**src/rtl/psum_collector.sv**
```systemverilog
// psum_collector: accumulates a configurable number of consecutive MAC psums
// into one signed result, optionally clamps negatives to zero, and queues the
// finished results in a small circular FIFO for the downstream writer.
module psum_collector #(
    parameter int bw         = 8,
    parameter int bw_psum    = 20,
    parameter int acc_bw     = bw_psum + 4,
    parameter int fifo_depth = 4
) (
    input  logic                clk,
    input  logic                reset,
    input  logic [3:0]          cfg_len,
    input  logic                cfg_relu,
    input  logic                in_valid,
    output logic                in_ready,
    input  logic [bw_psum-1:0]  in_psum,
    output logic                out_valid,
    input  logic                out_ready,
    output logic [acc_bw-1:0]   out_data,
    output logic                busy
);

    localparam int ptr_w = $clog2(fifo_depth);
    localparam int cnt_w = ptr_w + 1;

    // Reject parameter sets the datapath cannot support at elaboration time.
    if (fifo_depth < 2 || (fifo_depth & (fifo_depth - 1)) != 0 ||
        acc_bw <= bw_psum || bw < 1) begin : g_bad_params
        $error("psum_collector: unsupported parameter combination");
    end

    typedef enum logic {
        IDLE  = 1'b0,
        ACCUM = 1'b1
    } state_t;

    state_t              state_reg, state_next;
    logic [4:0]          idx_reg, idx_next;
    logic [4:0]          len_reg, len_next;
    logic                relu_reg, relu_next;
    logic [acc_bw-1:0]   acc_reg, acc_next;

    logic [ptr_w-1:0]    wr_ptr_reg, rd_ptr_reg;
    logic [cnt_w-1:0]    count_reg;
    logic [acc_bw-1:0]   slot_q [fifo_depth];

    logic [acc_bw-1:0]   psum_ext;
    logic [acc_bw-1:0]   sum;
    logic [acc_bw-1:0]   push_data;
    logic [4:0]          len_eff;
    logic [4:0]          idx_inc;
    logic                relu_eff;
    logic                last;
    logic                accept;
    logic                push;
    logic                pop;

    assign in_ready  = (count_reg != cnt_w'(fifo_depth));
    assign out_valid = (count_reg != '0);
    assign out_data  = slot_q[rd_ptr_reg];
    assign busy      = (idx_reg != 5'd0);
    assign accept    = in_valid && in_ready;
    assign push      = accept && last;
    assign pop       = out_valid && out_ready;

    // Group arithmetic: the first psum of a group takes its length/ReLU from
    // the live config, later psums use the values latched at group start.
    always_comb begin
        psum_ext = {{(acc_bw - bw_psum){in_psum[bw_psum-1]}}, in_psum};
        if (state_reg == IDLE) begin
            len_eff  = (cfg_len == 4'd0) ? 5'd16 : {1'b0, cfg_len};
            relu_eff = cfg_relu;
            sum      = psum_ext;
        end else begin
            len_eff  = len_reg;
            relu_eff = relu_reg;
            sum      = acc_reg + psum_ext;
        end
        idx_inc   = idx_reg + 5'd1;
        last      = (idx_inc == len_eff);
        push_data = (relu_eff && sum[acc_bw-1]) ? '0 : sum;
    end

    // Next-state logic for the group FSM and its accumulator.
    always_comb begin
        state_next = state_reg;
        idx_next   = idx_reg;
        len_next   = len_reg;
        relu_next  = relu_reg;
        acc_next   = acc_reg;
        if (accept) begin
            if (state_reg == IDLE) begin
                len_next  = len_eff;
                relu_next = relu_eff;
            end
            if (last) begin
                state_next = IDLE;
                idx_next   = 5'd0;
            end else begin
                state_next = ACCUM;
                idx_next   = idx_inc;
                acc_next   = sum;
            end
        end
    end

    // Group state registers.
    always_ff @(posedge clk or posedge reset) begin
        if (reset) begin
            state_reg <= IDLE;
            idx_reg   <= 5'd0;
            len_reg   <= 5'd1;
            relu_reg  <= 1'b0;
            acc_reg   <= '0;
        end else begin
            state_reg <= state_next;
            idx_reg   <= idx_next;
            len_reg   <= len_next;
            relu_reg  <= relu_next;
            acc_reg   <= acc_next;
        end
    end

    // FIFO pointers and occupancy; pointers wrap naturally (power-of-2 depth).
    always_ff @(posedge clk or posedge reset) begin
        if (reset) begin
            wr_ptr_reg <= '0;
            rd_ptr_reg <= '0;
            count_reg  <= '0;
        end else begin
            if (push) begin
                wr_ptr_reg <= wr_ptr_reg + ptr_w'(1);
            end
            if (pop) begin
                rd_ptr_reg <= rd_ptr_reg + ptr_w'(1);
            end
            case ({push, pop})
                2'b10:   count_reg <= count_reg + cnt_w'(1);
                2'b01:   count_reg <= count_reg - cnt_w'(1);
                default: count_reg <= count_reg;
            endcase
        end
    end

    // FIFO storage: one register per slot so the head can be read combinationally.
    for (genvar gi = 0; gi < fifo_depth; gi++) begin : g_slot
        logic [acc_bw-1:0] slot_reg;

        // Capture the finished result when the write pointer selects this slot.
        always_ff @(posedge clk or posedge reset) begin
            if (reset) begin
                slot_reg <= '0;
            end else if (push && (wr_ptr_reg == ptr_w'(gi))) begin
                slot_reg <= push_data;
            end
        end

        assign slot_q[gi] = slot_reg;
    end

endmodule

```
**config.mk**
```make
export PLATFORM = sky130hd
export DESIGN_NAME = psum_collector
export DESIGN_NICKNAME = d
export VERILOG_FILES = /design/src/rtl/psum_collector.sv
export SDC_FILE = /design/constraint.sdc
export NUM_CORES = 1
export LEC_CHECK = 0
export CAP_MARGIN = 0
export CORE_MARGIN = 2
export CORE_UTILIZATION = 55
export DETAILED_ROUTE_END_ITERATION = 12
export PLACE_DENSITY = 0.84
export SYNTH_ARGS = -nofsm -noshare
export SYNTH_HDL_FRONTEND = slang
export SYNTH_SLANG_ARGS = --single-unit
export TNS_END_PERCENT = 5
```
**constraint.sdc**
```tcl
create_clock -name clk -period 7.3 [get_ports clk]
set_clock_uncertainty 0.2 [all_clocks]
set_input_delay 2.19 -clock clk [delete_from_list [all_inputs] [get_ports clk]]
set_output_delay 2.19 -clock clk [all_outputs]
set_load 0.01 [all_outputs]
```
# After elaboration in Yosys (flattened, before gate mapping)
# Index checks and enable logic that the tools add are counted.
# word_totals
out_inout_bits,27
wordCells,55
ff_bits,139
# op_classes
reduce_logical,15
mux,11
bitwise_logic,3
magnitude_cmp,1
eq_ne,7
n_addsub,6
# op_table
operator,n
$mux 24,4
$bmux 24 s2,1
$add 24x24->24,1
$mux 5,3
$logic_and 1x1->1,8
$eq 2x2->1 const B,3
$pmux 3 s2,1
$add 5x1->5 const B,1
$eq 5x5->1,1
$reduce_bool 5->1,1
$add 2x1->2 const B,2
$eq 2x1->1 const B,2
$logic_not 4->1,1
$reduce_and 2->1,2
$add 3x1->3 const B,1
$ge 3x3->1 const B,1
$ne 3x3->1 const B,1
$not 2->3,1
$reduce_bool 3->1,1
$sub 3x1->3 const B,1
$logic_not 2->1,1
$mux 1,2
$not 1->1,2
$reduce_bool 2->1,1

# Logic depth before layout (Yosys ltp)
# depth
word_depth,7
ltp_mapped,12
ltp_nobuf,12

# Least setup slack after synthesis
# No wires, ideal clock.
# synth_path
path_type,input to register
from,input in_psum[0]
to,register g_slot[0].slot_reg[20]
arrival_ps,4301
cell_stages,10
setup_ps,143
t_required_ps,6957
slack_ps,2657
path_buffers,1
cell_sequence,ha_1 fa_1 a21o_1 a31oi_1 or4b_1 and2_1 buf_2 and4_1 nor3_1 o31ai_1
# synth_between
elab_chain_cells,4
# synth_rtl
item,line_no,source
"start, declared",16,"input logic [bw_psum-1:0] in_psum,"
$add 24x24->24 *,77,sum = acc_reg + psum_ext;
$mux 24 *,70,if (state_reg == IDLE) begin
$logic_and 1x1->1,81,push_data = (relu_eff && sum[acc_bw-1]) ? '0 : sum;
$mux 24 *,81,
"end signal, assigned",154,slot_reg <= push_data;
"end, declared",147,logic [acc_bw-1:0] slot_reg;
# Every way passes the cells marked *; elsewhere a longest branch is shown, timed or not.
# A chain may end at the register's enable or synchronous reset.

# Worst setup path after layout
# layout_path
from,input in_psum[1]
to,register g_slot[2].slot_reg[1]
# layout_between
elab_chain_cells,4
# layout_rtl
item,line_no
$add 24x24->24,77
$mux 24 *,70
$logic_and 1x1->1,81
$mux 24 *,81
"end signal, assigned",154
"end, declared",147
# Marked as above.

==> metrics.md <==
| Metric | Value |
|---|---|
| Status | complete, no violations |
| Cell Chain, Critical Path | clkdlybuf4s50_1 -> ha_1 -> a211oi_1 -> o21ai_0 -> o211ai_1 -> nand2_1 -> o41ai_2 -> or2_2 -> buf_4 -> o31ai_1 |
| Setup_tns | 0 ps |
| WP data arrival | 5730 ps |
| Die Area | 15,700 sq um |
| Largest cells by area after synthesis | dfrtp_1 (43%), mux4_2 (6.7%), o31ai_1 (6.1%) |
| Inserted Diodes | 0 |
| Synthesized Nets | 826 |
| Async SR Flop Fraction | 100% |
| Max FFs per register | 96 |
| Synthesis-to-finish area growth | 13.9% |
| Worst EP required | 7360 ps |
| DR pass1 iterations | 5 |
| CP Buf/Inv Count | 2 |
| Sw Ratio | 43.1% |
| Final Hold Viols | 0 |
| RSZ-0062 raised after global routing | no |
| Cell Area, Placed | 8630 sq um |
| Flop pwr share | 29.9% |
| Pre-CTS setup slack | 1300 ps |
| Worst-Skew Late Latency | 430 ps |
| Die Span Y | 125 um |
| Syn Inst Count | 765 |
| Hold WC Path Type | reg -> reg |
| Setup-failing EPs final | 0 |
| #FFs+latches synth | roughly 140 |
| Peak supply drop | 0.237 mV |
| Nets@finish | ~860 |
| Max cap viols | 0 |
| Cell leakage power | 3.98 nW |
| Gp weighted congestion | 0.865 |
| Post-Syn Area | 8080 sq um |
| Avg Inst Size Synth | 10.6 sq um |
| Critical Path End Type | flop |
| Initial antenna violation count | 0 |
| CTS tree | built |
| Total global-route track usage | 23.7% |
| Root buffer cell | clkbuf_16 |
| Commonest non-fill, non-tap cell in the layout | dfrtp_1 |
| Post-layout util | 63.8% |
| Final min period | between 5000 and 6000 ps |
| Total CTS buffers | 17 |
| Num rows | 44 |
| Post-route DRC violation count | 0 |
| Routed wire per std cell | 18.1 um |
| Synth cell types | 64 |
| Port Buffers | 55 |
| Non-Filler Instances | 991 |
| Worst path top cell family by delay | compound AO/OA/AOI/OAI gates |
| First-pass GRT wire length | 30,000 um |
| Fraction of layout cells with a size suffix above 1 | 14.9% |
| Largest net degree at the start of global routing | 99 |
| Routed WL | 17,900 um |
| Design Area, Final | 9200 sq um |
| Via Count | ~6,100 |
| Post-Place Cells | 959 |
| Worst-Margin Slew | 1170 ps |
| Dpl hpwl | 11,800 um |
| Final WS setup | 1630 ps |
| Combinational fraction of design power | 49.8% |
| Post-synthesis sequential area ratio | 43.1% |
| Synthesis Warnings | 0 |
| Switching power | 1.79 mW |
| Vias in the first global route | 6,018 |
| P_int | 2.36 mW |
| Max FO, Critical Path | 84 |
| Clock H-tree levels | 4 |
| Clock buffer depth | 2 |
| Final Cycle Share | 77.7% |
| Most frequent cells in the layout | dfrtp_1 (138), nand2_1 (124), o31ai_1 (66), clkdlybuf4s50_1 (55), a21oi_1 (52) |
| Initial DRC count | roughly 500 |
| # IOs | 56 |
| CP Launch Type | primary input |
| Crit path kind | in -> reg |
| Worst-path clk slew | 60 ps |
| Post-CTS Hold Fix Bufs | 0 |
| Synth Flop Type | dfrtp_1 |
| Final Max Tran Viols | 0 |
| Post-CTS setup buffers | 0 |
| EDFF count, synth | 0 |
| Die width | 125 um |
| Slowest stage delay, CP | 730 ps |
| Initial Util | 56.0% |
| Grt total ovfl | 0 |
| Core footprint | about 14,000 sq um |
| PwrDens | ~450 nW/um^2 |
| Post-route ant nets | 0 |
| Relative slew slack | between 20% and 30% |
| Clock share of power | 20.4% |
| DR vias/cell | ~6.2 |
| Number of gates resized after CTS | 0 |
| Yosys top cell by area | dfrtp_1 |
| CP max-delay cell | buf_4 |
| TritonCTS Sinks | 139 |
| F_max | 176 MHz |
| Top cell type's share of synthesized area | a little over two fifths |
-- cell families after synthesis --
family / Yosys count / share of synthesized area (%)
simple gates: 221 / 12.7
compound gates: 217 / 19.9
flops: 139 / 43.1
buf+inv: 64 / 4.09
mux: 63 / 11.8
fa+ha+maj: 32 / 5.14
xor+xnor: 29 / 3.31
-- through the flow --
stage,hold slack [ps],power (mW)
finish,271,4.15
global route,296,4.42
CTS,276,4.14
detailed placement,262,3.27
global placement,254,3.21
floorplan,243,2.74
-- Yosys cell counts (7+ instances only) --
cell      number
dfrtp_1      138
nand2_1      124
o31ai_1       66
a21oi_1       52
nor2_1        42
ha_1          30
mux4_2        24
o21ai_0       23
o31ai_2       23
mux2i_1       22
buf_2         21
xnor2_1       21
clkbuf_1      17
mux2_2        17
inv_1         14
buf_6          8
nand3_1        8
a211oi_1       7
a21o_1         7
nor3_1         7
xor2_1         7
-- area by class of cell --
type,instances,area [sq um]
Clock buffer,20,467
Clock inverter,12,111
Fill cell,1111,5220
Inverter,14,57.6
Multi-Input combinational cell,562,4270
Sequential cell,139,3480
Tap cell,184,230
Timing Repair Buffer,60,588
-- worst paths after layout --
path | from | endpoint | slack [ps] | cells after the start
worst max-delay path | in_psum[1] | g_slot[2].slot_reg[1]$_DFFE_PP0P_ | 1630 | 10
worst min-delay path | g_slot[2].slot_reg[14]$_DFFE_PP0P_ | g_slot[2].slot_reg[14]$_DFFE_PP0P_ | 270 | 2
worst max register to register | acc_reg[1]$_DFFE_PP0P_ | g_slot[2].slot_reg[1]$_DFFE_PP0P_ | 3480 | 9
worst min register to register | g_slot[2].slot_reg[14]$_DFFE_PP0P_ | g_slot[2].slot_reg[14]$_DFFE_PP0P_ | 270 | 2
max in group asynchronous | reset | g_slot[2].slot_reg[22]$_DFFE_PP0P_ | 3680 | 3
min in group asynchronous | reset | g_slot[0].slot_reg[8]$_DFFE_PP0P_ | 2120 | 2
-- power by group through the flow --
stage	Clock, mW	Combinational, mW	Sequential (mW)
after floorplan	0	1.58	1.16
after global placement	0	1.97	1.23
after detailed placement	0	2.03	1.25
after CTS	0.854	2.05	1.24
after global routing	0.891	2.26	1.27
final	0.845	2.06	1.24
-- worst reg2reg max path, stage by stage, from the launching register on --
cell and delay (ps):
dfrtp_1 420, ha_1 300, a211oi_1 360, o21ai_0 270
o211ai_1 330, nand2_1 140, o41ai_2 460, or2_2 190
buf_4 730, o31ai_1 250
-- metal layers --
metal	GRT usage, %	share of wire [%]	vias to the layer above
met4	7.06	1.3	0
met3	4.36	5.3	18
met5	0	0	-
met2	38.0	48	182
met1	33.2	45	3017
li1	-	-	2890
Power figures use the tool's default switching activity.
